[config.mk]
export PLATFORM = sky130hd
export DESIGN_NAME = fetch_unit
export DESIGN_NICKNAME = d
export VERILOG_FILES = /design/src/rtl/riscalar_pkg.sv /design/src/rtl/fetch_unit_fifo_sync.sv /design/src/rtl/fetch_unit.sv
export SDC_FILE = /design/constraint.sdc
export NUM_CORES = 1
export LEC_CHECK = 0
export CAP_MARGIN = 20
export CORE_MARGIN = 4
export CORE_UTILIZATION = 55
export CTS_CLUSTER_SIZE = 8
export DETAILED_ROUTE_END_ITERATION = 10
export PLACE_DENSITY = 0.79
export SETUP_SLACK_MARGIN = 0.4
export SKIP_CTS_REPAIR_TIMING = 1
export SYNTH_ARGS = -nofsm -noshare
export SYNTH_HDL_FRONTEND = slang
export SYNTH_HIERARCHICAL = 1
export SYNTH_SLANG_ARGS = --single-unit
[constraint.sdc]
create_clock -name clk_in -period 7.1 [get_ports clk_in]
set_input_delay 1.065 -clock clk_in [delete_from_list [all_inputs] [get_ports clk_in]]
set_output_delay 1.065 -clock clk_in [all_outputs]
set_load 0.005 [all_outputs]
[src/rtl/riscalar_pkg.sv]
// Shared fetch-side definitions.
//   XLEN        : architectural register / address width
//   INSTR_BYTES : bytes per instruction word (PC increment)
//   NOP_INSTR   : canonical no-op encoding (addi x0, x0, 0)
//   fetch_tag_t : per-request tag kept while the memory request is in flight
//   fetch_pkt_t : buffered instruction/PC pair handed to decode
package riscalar_pkg;

    localparam int unsigned XLEN        = 32;
    localparam int unsigned INSTR_BYTES = 4;
    localparam logic [XLEN-1:0] NOP_INSTR = 32'h0000_0013;

    typedef struct packed {
        logic [XLEN-1:0] pc;
        logic            epoch;
    } fetch_tag_t;

    typedef struct packed {
        logic [XLEN-1:0] instr;
        logic [XLEN-1:0] pc;
    } fetch_pkt_t;

endpackage

[src/rtl/fetch_unit_fifo_sync.sv]
// Synchronous FIFO with flush, used for both the in-flight tag queue and the
// instruction buffer of the fetch unit.
//   i_clk, i_rst : clock, asynchronous active-high reset
//   i_push/i_data: write one entry (ignored when full or flushing)
//   i_pop        : drop the head entry (ignored when empty)
//   i_flush      : empty the FIFO next cycle; wins over push and pop
//   o_data       : head entry, forced to zero while empty
//   o_full, o_empty, o_count : occupancy status
module fifo_sync #(
    parameter int unsigned WIDTH = 32,
    parameter int unsigned DEPTH = 4
) (
    input  logic                       i_clk,
    input  logic                       i_rst,
    input  logic                       i_push,
    input  logic [WIDTH-1:0]           i_data,
    input  logic                       i_pop,
    input  logic                       i_flush,
    output logic [WIDTH-1:0]           o_data,
    output logic                       o_full,
    output logic                       o_empty,
    output logic [$clog2(DEPTH):0]     o_count
);

    localparam int unsigned AW = $clog2(DEPTH);
    localparam int unsigned CW = AW + 1;

    logic [WIDTH-1:0] r_mem [DEPTH];
    logic [AW-1:0]    r_wr;
    logic [AW-1:0]    r_rd;
    logic [CW-1:0]    r_count;
    logic             w_push;
    logic             w_pop;

    assign o_full  = (r_count == CW'(DEPTH));
    assign o_empty = (r_count == '0);
    assign o_count = r_count;
    assign o_data  = o_empty ? '0 : r_mem[r_rd];

    assign w_push = i_push && !o_full && !i_flush;
    assign w_pop  = i_pop && !o_empty && !i_flush;

    always_ff @(posedge i_clk or posedge i_rst) begin
        if (i_rst) begin
            r_wr    <= '0;
            r_rd    <= '0;
            r_count <= '0;
        end else if (i_flush) begin
            r_wr    <= '0;
            r_rd    <= '0;
            r_count <= '0;
        end else begin
            if (w_push) r_wr <= r_wr + AW'(1);
            if (w_pop)  r_rd <= r_rd + AW'(1);
            r_count <= r_count + CW'(w_push) - CW'(w_pop);
        end
    end

    // Storage needs no reset: o_data is masked while empty.
    always_ff @(posedge i_clk) begin
        if (w_push) r_mem[r_wr] <= i_data;
    end

endmodule

[src/rtl/fetch_unit.sv]
// Instruction fetch front end: holds the fetch PC, issues word requests to
// instruction memory, buffers in-order responses and hands {instruction, pc}
// pairs to decode. Redirects flush wrong-path state.
//   clk_in, rst_in                    : clock, asynchronous active-high reset
//   redirect_valid_in, redirect_pc_in : one-cycle PC change from execute
//   imem_req_valid_out/ready_in/addr  : memory request channel
//   imem_resp_valid_in/data_in        : in-order responses, no backpressure
//   instr_valid_out/ready_in          : decode handshake
//   instruction_out, pc_out           : buffered pair presented to decode
module fetch_unit
    import riscalar_pkg::*;
#(
    parameter logic [31:0] RESET_PC = 32'h0000_0000,
    parameter int unsigned DEPTH    = 4
) (
    input  logic        clk_in,
    input  logic        rst_in,
    input  logic        redirect_valid_in,
    input  logic [31:0] redirect_pc_in,
    output logic        imem_req_valid_out,
    input  logic        imem_req_ready_in,
    output logic [31:0] imem_addr_out,
    input  logic        imem_resp_valid_in,
    input  logic [31:0] imem_resp_data_in,
    output logic        instr_valid_out,
    input  logic        instr_ready_in,
    output logic [31:0] instruction_out,
    output logic [31:0] pc_out
);

    localparam int unsigned CW = $clog2(DEPTH) + 1;

    logic [XLEN-1:0] r_fetch_pc;
    logic            r_epoch;
    logic [CW-1:0]   r_credits;
    logic [CW-1:0]   r_stale;

    logic            w_req_fire;
    logic            w_flush;
    logic            w_tag_pop;
    logic            w_resp_keep;
    logic            w_resp_drop;
    logic            w_pop;
    logic [XLEN-1:0] w_redirect_pc;
    fetch_tag_t      w_tag_in;
    fetch_tag_t      w_tag_out;
    fetch_pkt_t      w_pkt_in;
    fetch_pkt_t      w_pkt_out;
    logic            w_tag_full;
    logic            w_tag_empty;
    logic [CW-1:0]   w_tag_count;
    logic            w_buf_full;
    logic            w_buf_empty;
    logic [CW-1:0]   w_buf_count;
    logic [CW-1:0]   w_credits_next;
    logic [CW-1:0]   w_stale_next;

    assign w_redirect_pc      = redirect_pc_in & ~XLEN'(INSTR_BYTES - 1);
    assign imem_req_valid_out = !rst_in && (r_credits < CW'(DEPTH));
    assign imem_addr_out      = r_fetch_pc;
    assign w_req_fire         = imem_req_valid_out && imem_req_ready_in;
    assign w_flush            = redirect_valid_in;
    assign w_tag_in           = '{pc: r_fetch_pc, epoch: r_epoch};
    assign w_tag_pop          = imem_resp_valid_in && !w_tag_empty;

    // A single epoch bit aliases after two redirects, so tags still in flight
    // at the last redirect are also counted in r_stale and dropped on return.
    assign w_resp_keep = w_tag_pop && (w_tag_out.epoch == r_epoch)
                         && (r_stale == '0) && !w_flush;
    assign w_resp_drop = w_tag_pop && !w_resp_keep;
    assign w_pkt_in    = '{instr: imem_resp_data_in, pc: w_tag_out.pc};

    assign instr_valid_out = !w_buf_empty;
    assign instruction_out = w_pkt_out.instr;
    assign pc_out          = w_pkt_out.pc;
    assign w_pop           = instr_valid_out && instr_ready_in;

    always_comb begin
        w_credits_next = r_credits;
        if (w_req_fire)  w_credits_next = w_credits_next + CW'(1);
        if (w_resp_drop) w_credits_next = w_credits_next - CW'(1);
        // A pop in the flush cycle is already counted in the flushed entries.
        if (w_flush)     w_credits_next = w_credits_next - w_buf_count;
        else if (w_pop)  w_credits_next = w_credits_next - CW'(1);

        w_stale_next = r_stale;
        if (w_flush)
            w_stale_next = w_tag_count + CW'(w_req_fire) - CW'(w_tag_pop);
        else if (w_tag_pop && (r_stale != '0))
            w_stale_next = r_stale - CW'(1);
    end

    always_ff @(posedge clk_in or posedge rst_in) begin
        if (rst_in) begin
            r_fetch_pc <= RESET_PC;
            r_epoch    <= 1'b0;
            r_credits  <= '0;
            r_stale    <= '0;
        end else begin
            if (w_flush) begin
                r_fetch_pc <= w_redirect_pc;
                r_epoch    <= ~r_epoch;
            end else if (w_req_fire) begin
                r_fetch_pc <= r_fetch_pc + XLEN'(INSTR_BYTES);
            end
            r_credits <= w_credits_next;
            r_stale   <= w_stale_next;
        end
    end

    fifo_sync #(
        .WIDTH ($bits(fetch_tag_t)),
        .DEPTH (DEPTH)
    ) u_tag_fifo (
        .i_clk   (clk_in),
        .i_rst   (rst_in),
        .i_push  (w_req_fire),
        .i_data  (w_tag_in),
        .i_pop   (w_tag_pop),
        .i_flush (1'b0),
        .o_data  (w_tag_out),
        .o_full  (w_tag_full),
        .o_empty (w_tag_empty),
        .o_count (w_tag_count)
    );

    fifo_sync #(
        .WIDTH ($bits(fetch_pkt_t)),
        .DEPTH (DEPTH)
    ) u_instr_buf (
        .i_clk   (clk_in),
        .i_rst   (rst_in),
        .i_push  (w_resp_keep),
        .i_data  (w_pkt_in),
        .i_pop   (w_pop),
        .i_flush (w_flush),
        .o_data  (w_pkt_out),
        .o_full  (w_buf_full),
        .o_empty (w_buf_empty),
        .o_count (w_buf_count)
    );

    a_resp_has_tag: assert property (@(posedge clk_in) disable iff (rst_in)
        imem_resp_valid_in |-> !w_tag_empty);
    a_tag_no_overflow: assert property (@(posedge clk_in) disable iff (rst_in)
        w_req_fire |-> !w_tag_full);
    a_buf_no_overflow: assert property (@(posedge clk_in) disable iff (rst_in)
        w_resp_keep |-> !w_buf_full);
    a_credit_balance: assert property (@(posedge clk_in) disable iff (rst_in)
        r_credits == w_tag_count + w_buf_count);

endmodule

==> results of run 1 <==
per-layer routing:
layer,GRT usage (%),vias to the layer above,share of wire [%]
met5,0,-,0
met4,5.02,0,1.7
met3,3.36,50,5.4
met2,33.9,308,50
met1,27.4,4820,42
li1,-,4239,-
cells by family (layout without fill, tap and decap cells):
kind of cell               count (synthesis)  count (layout)  share of synthesized area, %
DFF                                      439             439                          71.7
and+or+nand+nor                          244             244                          7.93
muxes                                    103             103                          12.4
buffers and inverters                     86             297                          2.39
AOI/OAI and AO/OA                         66              66                          2.36
adders and majority gates                 25              25                          1.90
xor gates and xnor gates                  25              25                          1.29
other                                      1              11                        0.0208
worst paths after layout:
| kind | slack [ns] | to | cells after the start | start |
|---|---|---|---|---|
| max | 2.63 | pc_out[22] | 4 | u_instr_buf/r_rd[0] |
| min | 0.56 | r_epoch | 1 | r_epoch |
| max reg2reg | 3.23 | u_instr_buf/o_count[2] | 16 | u_tag_fifo/o_count[1] |
| min reg2reg | 0.56 | r_epoch | 1 | r_epoch |
| max in group asynchronous | 5.63 | imem_addr_out[28] | 3 | rst_in |
| min in group asynchronous | 0.93 | u_tag_fifo/o_count[1] | 2 | rst_in |
where the power goes:
| group | internal (W) | switching, W |
|---|---|---|
| Sequential | 0.00286 | 0.0000627 |
| Combinational | 0.000134 | 0.000121 |
| Clock | 0.00154 | 0.000952 |
| Total | 0.00454 | 0.00114 |
worst max-delay path, stage by stage, from the launching register on:
cell and delay [ns]:
dfrtp_4 0.93, buf_4 0.61, mux4_2 0.58, nor2b_1 0.15, clkdlybuf4s50_1 0.53
cells in the final DEF, fill, tap and decap left out, types with 3 or more instances in the layout:
cell,synthesis,final
clkbuf_1,23,25
ha_1,21,21
o31ai_1,14,14
a31oi_1,17,17
and4_1,3,3
a21oi_1,6,6
nand4_1,10,10
nand2_1,26,26
nor2_1,30,30
o21ai_0,16,16
mux2i_1,5,5
fa_1,4,4
nor2b_1,101,101
nand2b_1,6,6
conb_1,1,11
edfxtp_1,388,388
and2_4,0,4
clkbuf_16,0,61
nor3_1,4,4
inv_1,32,32
dfrtp_1,51,48
buf_4,3,12
and2_1,11,7
clkdlybuf4s50_1,0,163
or4_1,14,14
xnor2_1,10,10
xor2_1,14,14
nand3_1,13,13
or3_1,6,6
and3_1,3,3
mux4_2,97,97
state kept, by name, summed over array words and instances (netlist names):
| name | flops |
|---|---|
| u_tag_fifo/r_wr | 2 |
| u_tag_fifo/r_rd | 2 |
| u_tag_fifo/o_count | 3 |
| u_instr_buf/r_wr | 2 |
| imem_addr_out | 30 |
| u_instr_buf/r_mem | 256 |
| u_instr_buf/o_count | 3 |
| r_credits | 3 |
| r_epoch | 1 |
| u_tag_fifo/r_mem | 132 |
| r_stale | 3 |
| u_instr_buf/r_rd | 2 |
area by class of cell:
type	count	share of cell area [%]
clock buffer	86	7.46
clock inverter	2	0.0807
inverter	34	0.588
multi-input combinational	474	21.8
sequential	439	59.6
tap	442	2.55
timing repair buffer	175	7.93
cells in the mapped netlist (9+ instances only):
cell,instances,area (um2)
clkbuf_1,23,86.3
inv_1,32,120
xor2_1,14,123
buf_2,12,60.1
xnor2_1,10,87.6
o21ai_0,16,80.1
o31ai_1,14,105
ha_1,21,263
or4_1,14,105
nor2_1,30,113
nor2b_1,101,632
dfrtp_1,51,1280
and2_1,11,68.8
nand4_1,10,62.6
edfxtp_1,388,11700
a31oi_1,17,106
mux4_2,97,2180
nand2_1,26,97.6
nand3_1,13,65.1
buf_6,9,101
metrics by stage:
| step | util (%) | setup WS [ns] | total power (W) | hold slack, ns |
|---|---|---|---|---|
| 3_3_place_gp | 61.9 | 2.78 | 0.00321 | 0.536 |
| 5_1_grt | 66.9 | 2.33 | 0.00590 | 0.598 |
| 2_1_floorplan | - | 2.98 | 0.00309 | 0.519 |
| 3_5_place_dp | 61.9 | 2.76 | 0.00323 | 0.557 |
| 4_1_cts | 66.9 | 2.48 | 0.00573 | 0.567 |
| 6_report | 66.9 | 2.63 | 0.00567 | 0.563 |
==> key figures, run 1 <==
Status
  – Status: completed

Drt
  – 1st-iter DRT viols: 587
  – DR pass1 iterations: 4
  – Total wire length: 35000 um
  – Drt wl/cell: around 21 um
  – DR vias/cell: ~5.7
  – Final ANT Viol Nets: 0
  – Vias: 9417
  – DRC Markers: 0

Global route
  – Congestion Overflow GR: 0
  – Initial antenna violation count: 0
  – Total GRT Usage: about a fifth
  – Largest net degree at the start of global routing: 69
  – Vias in the first global route: 10028
  – First-pass GRT wire length: about 56000 um

Timing
  – Final Skew: 0.0169 ns
  – Worst slew margin: 28.8%
  – Fmax achieved: 224 MHz
  – Period utilisation layout: 63.0%
  – Worst Tran Pin Value: roughly 1.1 ns
  – Fin. max-slew vios: 0
  – Fin Setup TNS: 0 ns
  – Endpoints failing hold: 0
  – Setup Viol. Count Final: 0
  – RSZ-0062 raised after global routing: false
  – Min Tclk post-route: approximately 4.5 ns

Cells and area
  – Layout Cells excl Fill: around 1700
  – Number of fillers in the final layout: 2133
  – Multi-input gate area: between 4000 and 5000 um2
  – Nets: around 1300
  – Area grow syn2layout: 20.4%
  – Register area: 12900 um2
  – Share of cells above drive strength 1: between 15 and 20%
  – Final instance area: around 22000 um2
  – Antenna Cells: 0

Worst hold path
  – Min-delay worst type: reg -> reg

Critical path
  – Worst EP arrival: 3.41 ns
  – Req. time, crit path: 6.03 ns
  – Crit. End Element: primary output
  – Critical Path Start Type: flip-flop
  – Worst-path maximum fanout: 40
  – Setup CP Type: reg -> out

Logic synthesis
  – Post-synth ARST share: 11.6%
  – Cell Area, Synth: 18000 um2
  – Post-synth top flop: edfxtp_1
  – Flops & latches, synth: 439
  – Seq/Total Area, Yosys: 71.7%
  – Yosys synthesis warning count: 6
  – Synthesized netlist cell count: 989
  – Number of synthesized flops with an enable pin: 388
  – Syn_area_per_cell: 18.2 um2
  – Number of library cell types mapped by synthesis: between 50 and 60

Clocking
  – Num CTS Buffers: 60
  – CTS tree: done
  – Maximum clock insertion buffer count: 3
  – CTS sink count: between 400 and 500
  – Reg clk slew, reported paths: 0.05 ns
  – Clk_lat worst skew: 0.57 ns
  – H-tree depth: 2
  – Clk root buf: clkbuf_16

Die
  – Die height: 189 um
  – Ports: 168
  – FP Rows: 66
  – Initial core utilization: about 56%
  – Die X: roughly 190 um
  – Core Footprint: around 32000 um2
  – Full die area: 35800 um2

Power and ir drop
  – Worst ir drop on vdd: 0.180 mV
  – Power Density: 261 nW/um2
  – Leakage power: between 7 and 8 nW

Placed design
  – Hpwl dp: 20000 um
  – RePlAce Congestion: roughly 0.78
  – Port Buffers: about 160
  – Placed Area: 20100 um2
  – Dpl cells: 1564

Run
  – Max Cap Violations: 0
No activity file was read; power rests on OpenSTA's default activity.
==> inputs of run 2 (changes only) <==
- clock period: 7.1 -> 4.7 ns (I/O delays scaled with it)
==> run 2 against run 1 <==
Net effect:
- die area unchanged
- via count decreased by 0.15%
- flip-flop and latch count unchanged
- cell count increased by 0.61%
- largest cell class unchanged
- combinational power increased by 52%
- routed wire length increased by 0.83%
- total power increased by 51%
- sequential share of layout area decreased by 0.45 points
==> key figures, run 2 (synthesized netlist as in run 1, its figures left out) <==
Cells and area
  – Number of fillers in the final layout: 2099 (-1.6%)
  – Nets: 1289 (+0.78%)
  – Area grow syn2layout: 21.3%
  – Most frequent cells in the layout: 388 x edfxtp_1, 163 x clkdlybuf4s50_1, 101 x nor2b_1, 97 x mux4_2, 60 x clkbuf_16
  – Commonest non-fill, non-tap cell in the layout: edfxtp_1
  – Register area: 12900 um2 (unchanged)
  – Multi-input gate area: 4740 um2 (unchanged)
  – Largest register FFs: 256 (unchanged)
  – Share of cells above drive strength 1: 16.5% (+0.69 points)
  – Antenna Cells: 0 (unchanged)
  – Most flops, register: u_instr_buf/r_mem

Timing
  – Worst Tran Pin Value: 0.945 ns (-0.123 ns)
  – Endpoints failing hold: 0 (unchanged)
  – Setup Viol. Count Final: 0 (unchanged)
  – Fmax achieved: 266 MHz
  – Worst hold slack: 0.565 ns (+0.00173 ns)
  – Fin. max-slew vios: 0 (unchanged)
  – RSZ-0062 raised after global routing: false
  – Final Skew: 0.0248 ns (+0.00792 ns)
  – Min Tclk post-route: 3.75 ns
  – Worst slew margin: 36.6% (+7.8 points)
  – Worst setup margin: 0.946 ns (-1.68 ns)
  – Fin Setup TNS: 0 ns (unchanged)
  – Period utilisation layout: between 70% and 80%

Global route
  – Total GRT Usage: 19.9% (-0.076 points)
  – Largest net degree at the start of global routing: 68 (-1.4%)
  – Congestion Overflow GR: 0 (unchanged)
  – First-pass GRT wire length: 55600 um (-0.22%)
  – Met3 usage: 3.23% (-0.13 points)
  – Vias in the first global route: 9850 (-1.8%)
  – Global Route met1 Usage: 28.5% (+1.1 points)
  – Initial antenna violation count: 0 (unchanged)
  – Global routing usage on met2: 32.7% (-1.2 points)
  – Gr busiest metal: met2

Critical path
  – Worst EP arrival: 3.05 ns (-0.36 ns)
  – CP Buf/Inv Count: 2 (unchanged)
  – Worst path top cell family by delay: flip-flops
  – Setup CP Type: reg -> out
  – Crit-path cells: buf_4 -> mux4_2 -> nor2b_1 -> clkdlybuf4s50_1
  – Req. time, crit path: 3.99 ns (-2.04 ns)
  – Critical Path Start Type: flip-flop
  – Worst-path maximum fanout: 36 (-10%)
  – Crit. End Element: primary output
  – Highest-delay cell along the critical path: dfrtp_4
  – Crit-path max cell delay: 0.92 ns (about the same)

Drt
  – Drt wl/cell: 21.2 um (+0.22%)
  – Vias: 9403 (-0.15%)
  – Total wire length: 35300 um (+0.83%)
  – 1st-iter DRT viols: 664 (+13%)
  – DRC Markers: 0 (unchanged)
  – DR vias/cell: 5.66 (-0.75%)
  – DR pass1 iterations: 5 (+1)
  – Final ANT Viol Nets: 0 (unchanged)

Clocking
  – Maximum clock insertion buffer count: 3 (unchanged)
  – Clk_lat worst skew: 0.58 ns (about the same)
  – CTS sink count: 439 (unchanged)
  – Num CTS Buffers: 60 (unchanged)
  – Clk root buf: clkbuf_16
  – CTS tree: done
  – H-tree depth: 2 (unchanged)
  – Reg clk slew, reported paths: 0.05 ns (about the same)

Placed design
  – Hpwl dp: 21000 um (+4.9%)
  – RePlAce Congestion: 0.806 (+2.8%)
  – Port Buffers: 163 (unchanged)
  – Pre-CTS setup slack: 1.02 ns (-1.74 ns)

Power and ir drop
  – Switching power: 0.00173 W (+53%)
  – Switching Fraction: 20.2% (+0.21 points)
  – Worst ir drop on vdd: 0.248 mV (+38%)
  – Internal power: 0.00683 W (+51%)
  – Leakage power: 7.20 nW (+1.0%)
  – Power Density: 392 nW/um2 (+50%)
  – Seq pwr share: 51.7% (about the same)
  – Clk pwr share: 43.8% (about the same)
  – Comb pwr share: 4.5% (about the same)

Die
  – Core Footprint: 32500 um2 (unchanged)
  – Die height: 189 um (unchanged)
  – Die X: 189 um (unchanged)
  – FP Rows: 66 (unchanged)
  – Ports: 168 (unchanged)
  – Initial core utilization: 55.6% (unchanged)
  – Full die area: 35800 um2 (unchanged)

Worst hold path
  – Min-delay worst type: in -> async

Status
  – Status: completed

Run
  – Max Cap Violations: 0 (unchanged)
run 2: changes by cell type in the layout (fill, tap and decap cells not counted):
cell	previous run	this run
buf_4	12	15
clkbuf_16	61	60
buf_12	0	7
inv_6	2	1
inv_16	0	1
clkinv_8	0	1
run 2: area by class of cell:
cell class,count,share of cell area [%]
tap,442,2.53
clock inverter,3,0.206
multi-input combinational,474,21.7
inverter,34,0.583
sequential,439,59.1
timing repair buffer,185,8.61
clock buffer,85,7.29
run 2: power by group through the flow:
stage	clock network (W)	registers [W]	logic [W]
detailed placement	0	0.00449	0.000387
global placement	0	0.00449	0.000372
CTS	0.00384	0.00442	0.000391
floorplan	0	0.00446	0.000203
finish	0.00376	0.00443	0.000386
global route	0.00405	0.00443	0.000435
run 2: worst reg2reg max path, stage by stage, from the launching register on:
cell,delay (ns)
dfrtp_1,0.49
nor3_4,0.48
nor2b_1,0.13
xor2_1,0.18
nor4_1,0.24
inv_2,0.08
nor3_1,0.47
inv_1,0.10
ha_1,0.28
inv_1,0.06
ha_1,0.13
inv_1,0.04
fa_1,0.36
xor2_1,0.16
and2_1,0.16
nor3_1,0.12
run 2: final timing paths:
kind,from,endpoint,slack [ns],cells past startpoint
max,u_instr_buf/r_rd[0],instruction_out[26],0.95,4
min,rst_in,u_tag_fifo/o_count[1],0.56,2
max reg2reg,u_tag_fifo/o_count[1],u_instr_buf/o_count[2],1.13,15
min reg2reg,r_stale[0],r_stale[0],0.58,2
max in group asynchronous,rst_in,imem_addr_out[28],3.60,3
min in group clk_in,r_stale[0],r_stale[0],0.58,2
run 2: per-layer routing:
metal | vias to the layer above | routed length (um) | share of wire, %
met5 | - | 0 | 0
met4 | 0 | 608 | 1.7
met2 | 288 | 17400 | 49
met1 | 4800 | 15200 | 43
li1 | 4262 | - | -
met3 | 53 | 2070 | 5.9
run 2: through the flow:
stage                     cells  total power, W  utilization, %  area (um2)
final                      1662         0.00857            67.4       21900
after global routing       1662         0.00891            67.4       21900
after CTS                  1662         0.00866            67.4       21900
after detailed placement   1574         0.00488            62.4       20200
after global placement     1574         0.00486            62.4       20200
after floorplan             999         0.00466               -       18100
